==> src/rtl/des_key_schedule.sv <==
// DES key schedule: expands a 64-bit key into the sixteen 48-bit round subkeys,
// one per valid/ready handshake, in encrypt (K1..K16) or decrypt (K16..K1) order.
module des_key_schedule (
    input  logic        clk,
    input  logic        rst,
    input  logic [1:64] key_in,
    input  logic        decrypt,
    input  logic        key_valid,
    output logic        key_ready,
    output logic [1:48] subkey,
    output logic [3:0]  subkey_round,
    output logic        subkey_valid,
    input  logic        subkey_ready,
    output logic        subkey_last
);

    typedef enum logic {IDLE, RUN} state_t;

    localparam int PC1 [56] = '{
        57, 49, 41, 33, 25, 17,  9,
         1, 58, 50, 42, 34, 26, 18,
        10,  2, 59, 51, 43, 35, 27,
        19, 11,  3, 60, 52, 44, 36,
        63, 55, 47, 39, 31, 23, 15,
         7, 62, 54, 46, 38, 30, 22,
        14,  6, 61, 53, 45, 37, 29,
        21, 13,  5, 28, 20, 12,  4
    };

    localparam int PC2 [48] = '{
        14, 17, 11, 24,  1,  5,
         3, 28, 15,  6, 21, 10,
        23, 19, 12,  4, 26,  8,
        16,  7, 27, 20, 13,  2,
        41, 52, 31, 37, 47, 55,
        30, 40, 51, 45, 33, 48,
        44, 49, 39, 56, 34, 53,
        46, 42, 50, 36, 29, 32
    };

    function automatic logic [1:56] pc1(input logic [1:64] k);
        logic [1:56] r;
        r = '0;
        for (int i = 0; i < 56; i++) r[i+1] = k[PC1[i]];
        return r;
    endfunction

    function automatic logic [1:48] pc2(input logic [1:56] cd);
        logic [1:48] r;
        r = '0;
        for (int i = 0; i < 48; i++) r[i+1] = cd[PC2[i]];
        return r;
    endfunction

    function automatic logic [1:28] rotl(input logic [1:28] x, input logic two);
        return two ? {x[3:28], x[1:2]} : {x[2:28], x[1]};
    endfunction

    function automatic logic [1:28] rotr(input logic [1:28] x, input logic two);
        return two ? {x[27:28], x[1:26]} : {x[28], x[1:27]};
    endfunction

    // Shift schedule S[1..16]: single shifts at 1, 2, 9 and 16, double elsewhere.
    function automatic logic shift_two(input logic [4:0] idx);
        return !(idx == 5'd1 || idx == 5'd2 || idx == 5'd9 || idx == 5'd16);
    endfunction

    state_t      state_q, state_d;
    logic [1:28] c_q, c_d, d_q, d_d;
    logic [3:0]  round_q, round_d;
    logic        mode_q, mode_d;
    logic [1:56] pc1_key;
    logic [4:0]  sched_idx;
    logic        two;

    assign pc1_key = pc1(key_in);

    always_ff @(posedge clk) begin
        if (rst) begin
            state_q <= IDLE;
            c_q     <= '0;
            d_q     <= '0;
            round_q <= '0;
            mode_q  <= 1'b0;
        end else begin
            state_q <= state_d;
            c_q     <= c_d;
            d_q     <= d_d;
            round_q <= round_d;
            mode_q  <= mode_d;
        end
    end

    // Decrypt walks the schedule backwards: transition r->r+1 undoes S[16-r].
    assign sched_idx = mode_q ? (5'd16 - {1'b0, round_q}) : ({1'b0, round_q} + 5'd2);
    assign two       = shift_two(sched_idx);

    always_comb begin
        state_d = state_q;
        c_d     = c_q;
        d_d     = d_q;
        round_d = round_q;
        mode_d  = mode_q;
        case (state_q)
            IDLE: begin
                if (key_valid) begin
                    state_d = RUN;
                    mode_d  = decrypt;
                    round_d = '0;
                    // C0/D0 unrotated already equals C16/D16 (total shift is 28).
                    if (decrypt) begin
                        c_d = pc1_key[1:28];
                        d_d = pc1_key[29:56];
                    end else begin
                        c_d = rotl(pc1_key[1:28], 1'b0);
                        d_d = rotl(pc1_key[29:56], 1'b0);
                    end
                end
            end
            RUN: begin
                if (subkey_ready) begin
                    if (round_q == 4'd15) begin
                        state_d = IDLE;
                        round_d = '0;
                    end else begin
                        round_d = round_q + 4'd1;
                        c_d     = mode_q ? rotr(c_q, two) : rotl(c_q, two);
                        d_d     = mode_q ? rotr(d_q, two) : rotl(d_q, two);
                    end
                end
            end
            default: state_d = IDLE;
        endcase
    end

    always_comb begin
        key_ready    = (state_q == IDLE);
        subkey_valid = (state_q == RUN);
        subkey       = pc2({c_q, d_q});
        subkey_round = round_q;
        subkey_last  = (state_q == RUN) && (round_q == 4'd15);
    end

endmodule

==> config.mk <==
export PLATFORM = sky130hd
export DESIGN_NAME = des_key_schedule
export DESIGN_NICKNAME = d
export VERILOG_FILES = /design/src/rtl/des_key_schedule.sv
export SDC_FILE = /design/constraint.sdc
export NUM_CORES = 1
export LEC_CHECK = 0
export CAP_MARGIN = 0
export CORE_UTILIZATION = 53
export CTS_CLUSTER_SIZE = 40
export DETAILED_ROUTE_END_ITERATION = 16
export GPL_TIMING_DRIVEN = 0
export PLACE_DENSITY = 0.89
export SYNTH_ARGS = -nofsm -noshare
export SYNTH_HDL_FRONTEND = slang
export SYNTH_SLANG_ARGS = --single-unit
==> constraint.sdc <==
create_clock -name clk -period 2.8 [get_ports clk]
set_input_delay 0.56 -clock clk [delete_from_list [all_inputs] [get_ports clk]]
set_output_delay 0.56 -clock clk [all_outputs]
set_load 0.02 [all_outputs]
### Word level (Yosys, flattened, before mapping)

Index checks and enable logic that the tools add are counted.

| operators by class | value |
|---|---|
| $add $sub $neg | 3 |
| multiplexer cells | 25 |
| equality and inequality tests | 8 |
| bitwise gates (word level) | 1 |
| reduce and logical (&&, ||, !) cells | 7 |

Operator list:

| kind | number |
|---|---|
| $mux W28 | 14 |
| $pmux W28 S2 | 2 |
| $mux W4 | 3 |
| $pmux W4 S2 | 1 |
| $ne A2 B2 Y1 const B | 3 |
| $add A4 B2 Y5 const B | 1 |
| $eq A5 B1 Y1 const B | 1 |
| $eq A5 B2 Y1 const B | 1 |
| $eq A5 B4 Y1 const B | 1 |
| $eq A5 B5 Y1 const B | 1 |
| $mux W5 | 1 |
| $sub A5 B4 Y5 const A | 1 |
| $add A4 B1 Y4 const B | 1 |
| $eq A4 B4 Y1 const B | 1 |
| $reduce_and A2 Y1 | 2 |
| $logic_or A1 B1 Y1 | 3 |
| $mux W1 | 3 |
| $reduce_and A3 Y1 | 1 |
| $pmux W1 S2 | 1 |
| $logic_and A1 B1 Y1 | 1 |
| $not A1 Y1 | 1 |

| storage, ports and cells | value |
|---|---|
| bits of input ports | 69 |
| word-level logic and storage cells | 49 |
| output and inout port bits | 55 |
| register bits | 62 |

### Depth between registers and ports, before layout

| logic depth | value |
|---|---|
| word-level depth | 11 |
| gate-level depth with buffers | 10 |
| depth with buffers taken out | 8 |

### Worst setup path before layout

OpenSTA, ideal clock, no wires.

| timing path | value |
|---|---|
| path type | flip-flop to flip-flop |
| start | register round_q[1], in the netlist subkey_round[1] |
| end | register c_q[10] in the netlist's numbering |
| path buffers | 3 |
| setup time | 0.118 ns |
| data required time | 2.682 ns |
| period minus slack after synthesis | 2.547 ns |
| path slack | 0.253 ns |
| stages on the path, launching flop included | 11 |
| arrival time | 2.429 ns |
| cells stage by stage | dfxtp_1 -> inv_1 -> ha_1 -> a2111oi_2 -> o32a_2 -> buf_12 -> o211ai_2 -> buf_6 -> buf_6 -> mux2i_1 -> a21oi_1 |

| on the way | value |
|---|---|
| longest elaborated chain between the ends | 11 |
| elaborated cells between the ends (all ways) | 19 |
| classes of those cells | 2 x add/sub; 6 x eq/ne; 7 x mux; 4 x reduce/logical |

RTL lines:

| item | RTL line | text |
|---|---|---|
| start: declaration | 70 | `logic [3:0] round_q, round_d;` |
| start signal: assignment | 89 | `round_q <= round_d;` |
| $sub A5 B4 Y5 / $add A4 B2 Y5 (equally long branches) | 95 | `assign sched_idx = mode_q ? (5'd16 - {1'b0, round_q}) : ({1'b0, round_q} + 5'd2);` |
| $mux W5 | 95 |  |
| $eq A5 B1 Y1 / $eq A5 B2 Y1 (equally long branches) | 65 | `return !(idx == 5'd1 \|\| idx == 5'd2 \|\| idx == 5'd9 \|\| idx == 5'd16);` |
| $logic_or A1 B1 Y1 (3 in series) | 65 |  |
| $mux W28 (on tied branches) | 56, 60 |  |
| $mux W28 | 127 | `c_d = mode_q ? rotr(c_q, two) : rotl(c_q, two);` |
| $mux W28 | 122 | `if (round_q == 4'd15) begin` |
| $mux W28 | 121 | `if (subkey_ready) begin` |
| $pmux W28 S2 | 104 | `case (state_q)` |
| end signal: assignment | 81 | `c_q <= '0;` |
| end signal: assignment | 87 | `c_q <= c_d;` |
| end: declaration | 69 | `logic [1:28] c_q, c_d, d_q, d_d;` |

Several ways; a longest one is shown, not always the timed one. The select of a mux whose other input is x is not followed.
A chain may end at the register's enable or synchronous reset.

### Worst setup path in the final report

| timing path | value |
|---|---|
| start | register round_q[2], in the netlist subkey_round[2] |
| end | register c_q[20] in the netlist's numbering |

Same word-level chain as after synthesis.

==> flow_metrics.py <==
metrics = {
    "routing": {
        "wl_per_cell_um": 16.4,
        "via_count": 6321,
        "drtAntennaViolNets": 0,
        "dr.pass1.iters": 5,
        "drtIter0Drc": 398,
        "remaining_drc_errors": 0,
        "viasPerCell": 5.97,
        "drt_wl_total_um": 17300,
    },
    "logic_synthesis": {
        "seq_area_frac_synth_pct": 20.6,
        "async_flop_share_pct": 0,
        "synth-edff-count": 0,
        "synthFlopType": "dfxtp_1",
        "synth-seq-cells": 62,
        "yosys.area_share.simple_pct": 15.9,
        "synth-adder-area-share_pct": 1.04,
        "syn_inst": 789,
        "ys_warn_count": 0,
        "avgSynthCellArea_um2": 7.63,
        "synth_area_um2": 6020,
        "ys_types": 39,
        "syn-num-nets": 863,
        "synth-xor-area-share_pct": 0,
        "synth_compound_area_share_pct": 21.6,
        "synth_top_family_by_area": "multiplexers",
        "synth_mux_area_share_pct": 28.1,
    },
    "critical_path": {
        "critPathRequiredTime_ps": 3010,
        "arrival_ps": 2870,
        "cp_max_fo": 10,
        "start_kind": "flip-flop",
        "crit_path_end_kind": "flip-flop",
        "criticalPathCategory": "flip-flop to flip-flop",
    },
    "global_routing": {
        "grt_pass1_vias": 5752,
        "grt_use_total_pct": 29.0,
        "antenna_found_initial": 0,
        "grt_max_degree": 11,
        "overflow": 0,
        "grt_pass1_wl_um": 27500,
    },
    "sta": {
        "drv_slew": 0,
        "setup_viol": 0,
        "fin_crit_ps": 2660,
        "period_share_pct": 95.0,
        "maxSlewHeadroom_pct": 57.7,
        "timing_hold_violations_final": 0,
        "finalClockSkew_ps": 8.30,
        "maxClockFrequency_mhz": 376,
        "hold_slack_ps": 590,
        "layout_setup_ws_ps": 141,
        "rsz0062_at_grt": "no",
        "tightest_slew_ps": 634,
        "tns_ps": 0,
    },
    "layout": {
        "layout.nets": 987,
        "fillers": 903,
        "post-route-util_pct": 70.0,
        "diodes": 0,
        "stdcell_count": 1058,
        "drive_gt1_share_pct": 11.3,
        "layout_common_cells": "174 x nor2_1, 169 x mux2i_1, 113 x clkdlybuf4s50_1",
        "area_delta_synth_final_pct": 27.2,
        "layout_commonest_cell": "nor2_1",
        "finalInstanceArea_um2": 7660,
    },
    "die": {
        "fp.dieArea_um2": 11800,
        "ioPinCount": 124,
        "core-area_um2": 10900,
        "die_w_um": 109,
        "start_util_pct": 55.1,
        "placementRows": 38,
        "die_h_um": 109,
    },
    "cts": {
        "postCtsResizedCells": 0,
        "path_clk_slew_ps": 60,
        "cts_hold_buf": 0,
        "max-clock-path-buffers": 2,
        "cts_sinks": 62,
        "cts_tree": "yes",
        "post_cts_buffers": 0,
        "clkLatencyLatePin_ps": 330,
        "numCtsBuffers": 9,
        "cts-root-buf": "clkbuf_16",
        "cts_max_level": 3,
    },
    "placement": {
        "dpl.hpwl_um": 11900,
        "dpl-instance-area_um2": 7330,
        "gp_congestion": 0.867,
        "placed_cells": 1042,
        "dp_slack_ps": -168,
        "io_buffers": 113,
    },
    "worst_hold_path": {
        "hold_path.class": "flip-flop to flip-flop",
    },
    "outcome": {
        "outcome": "finished clean",
    },
    "power": {
        "power.total_mw": 3.50,
        "p_per_area_nw_per_um2": 457,
        "leakage_nw": 3.28,
        "irDropWorstVdd_v": 0.000347,
    },
    "run": {
        "cap_violations": 0,
    },
}
==> cell families (layout without fill, tap and decap cells) <==
family | after synthesis | in the layout
and+or+nand+nor | 246 | 246
AOI/OAI and AO/OA | 190 | 190
muxes | 169 | 169
buffers and inverters | 117 | 246
DFF | 62 | 62
adders and majority gates | 5 | 5
==> critical path, cell delays in order (launching register included) <==
cell	delay (ps)
dfxtp_1	460
inv_2	110
ha_1	370
a2111oi_2	90
o32a_2	400
buf_12	160
o211ai_2	200
buf_6	210
buf_6	190
mux2i_1	240
a21oi_1	90
==> flip-flops by register name (all words and copies together), names as in the netlist <==
| register | flops |
|---|---|
| subkey_valid | 1 |
| subkey_round | 4 |
| d_q | 28 |
| mode_q | 1 |
| c_q | 28 |
==> synthesized netlist by cell type, types with 2 or more instances <==
cell type	instances	area [um^2]
buf_1	3	11.3
nor2_1	174	653
mux2i_1	169	1690
nor3_1	2	10.0
nand2_1	59	221
clkbuf_1	38	143
a21oi_1	61	305
and2_1	3	18.8
buf_4	48	360
buf_12	6	120
buf_6	5	56.3
ha_1	5	62.6
o21ai_0	59	295
inv_1	4	15.0
buf_2	12	60.1
a221o_1	56	561
dfxtp_1	62	1240
o211ai_1	2	15.0
==> power breakdown <==
part	switching [mW]	internal, mW	leakage (nW)
clock	0.417	0.801	0.157
sequential	0.117	0.953	0.508
combinational	0.623	0.587	2.61
==> worst paths after layout <==
check,from,to,depth (start not counted),slack (ps)
max,subkey_round[2],c_q[20],10,140
min,c_q[22],c_q[23],2,590
max reg2reg,subkey_round[2],c_q[20],10,140
min reg2reg,c_q[22],c_q[23],2,590
==> metal layers <==
layer | track usage (%) | vias up | routed length [um]
li1 | - | 3018 | -
met1 | 38.1 | 2924 | 7460
met2 | 47.6 | 335 | 8050
met3 | 4.04 | 44 | 1380
met4 | 11.7 | 0 | 423
met5 | 0 | - | 0
==> final cells by class <==
| cell class | count | area [um^2] | area share (%) |
|---|---|---|---|
| Sequential cell | 62 | 1240 | 16.2 |
| Clock inverter | 4 | 70.1 | 0.915 |
| Buffer | 112 | 762 | 9.95 |
| Tap cell | 140 | 175 | 2.29 |
| Timing Repair Buffer | 113 | 1130 | 14.8 |
| Multi-Input combinational cell | 610 | 4010 | 52.4 |
| Inverter | 5 | 18.8 | 0.245 |
| Clock buffer | 12 | 246 | 3.22 |
Power figures use the tool's default switching activity.
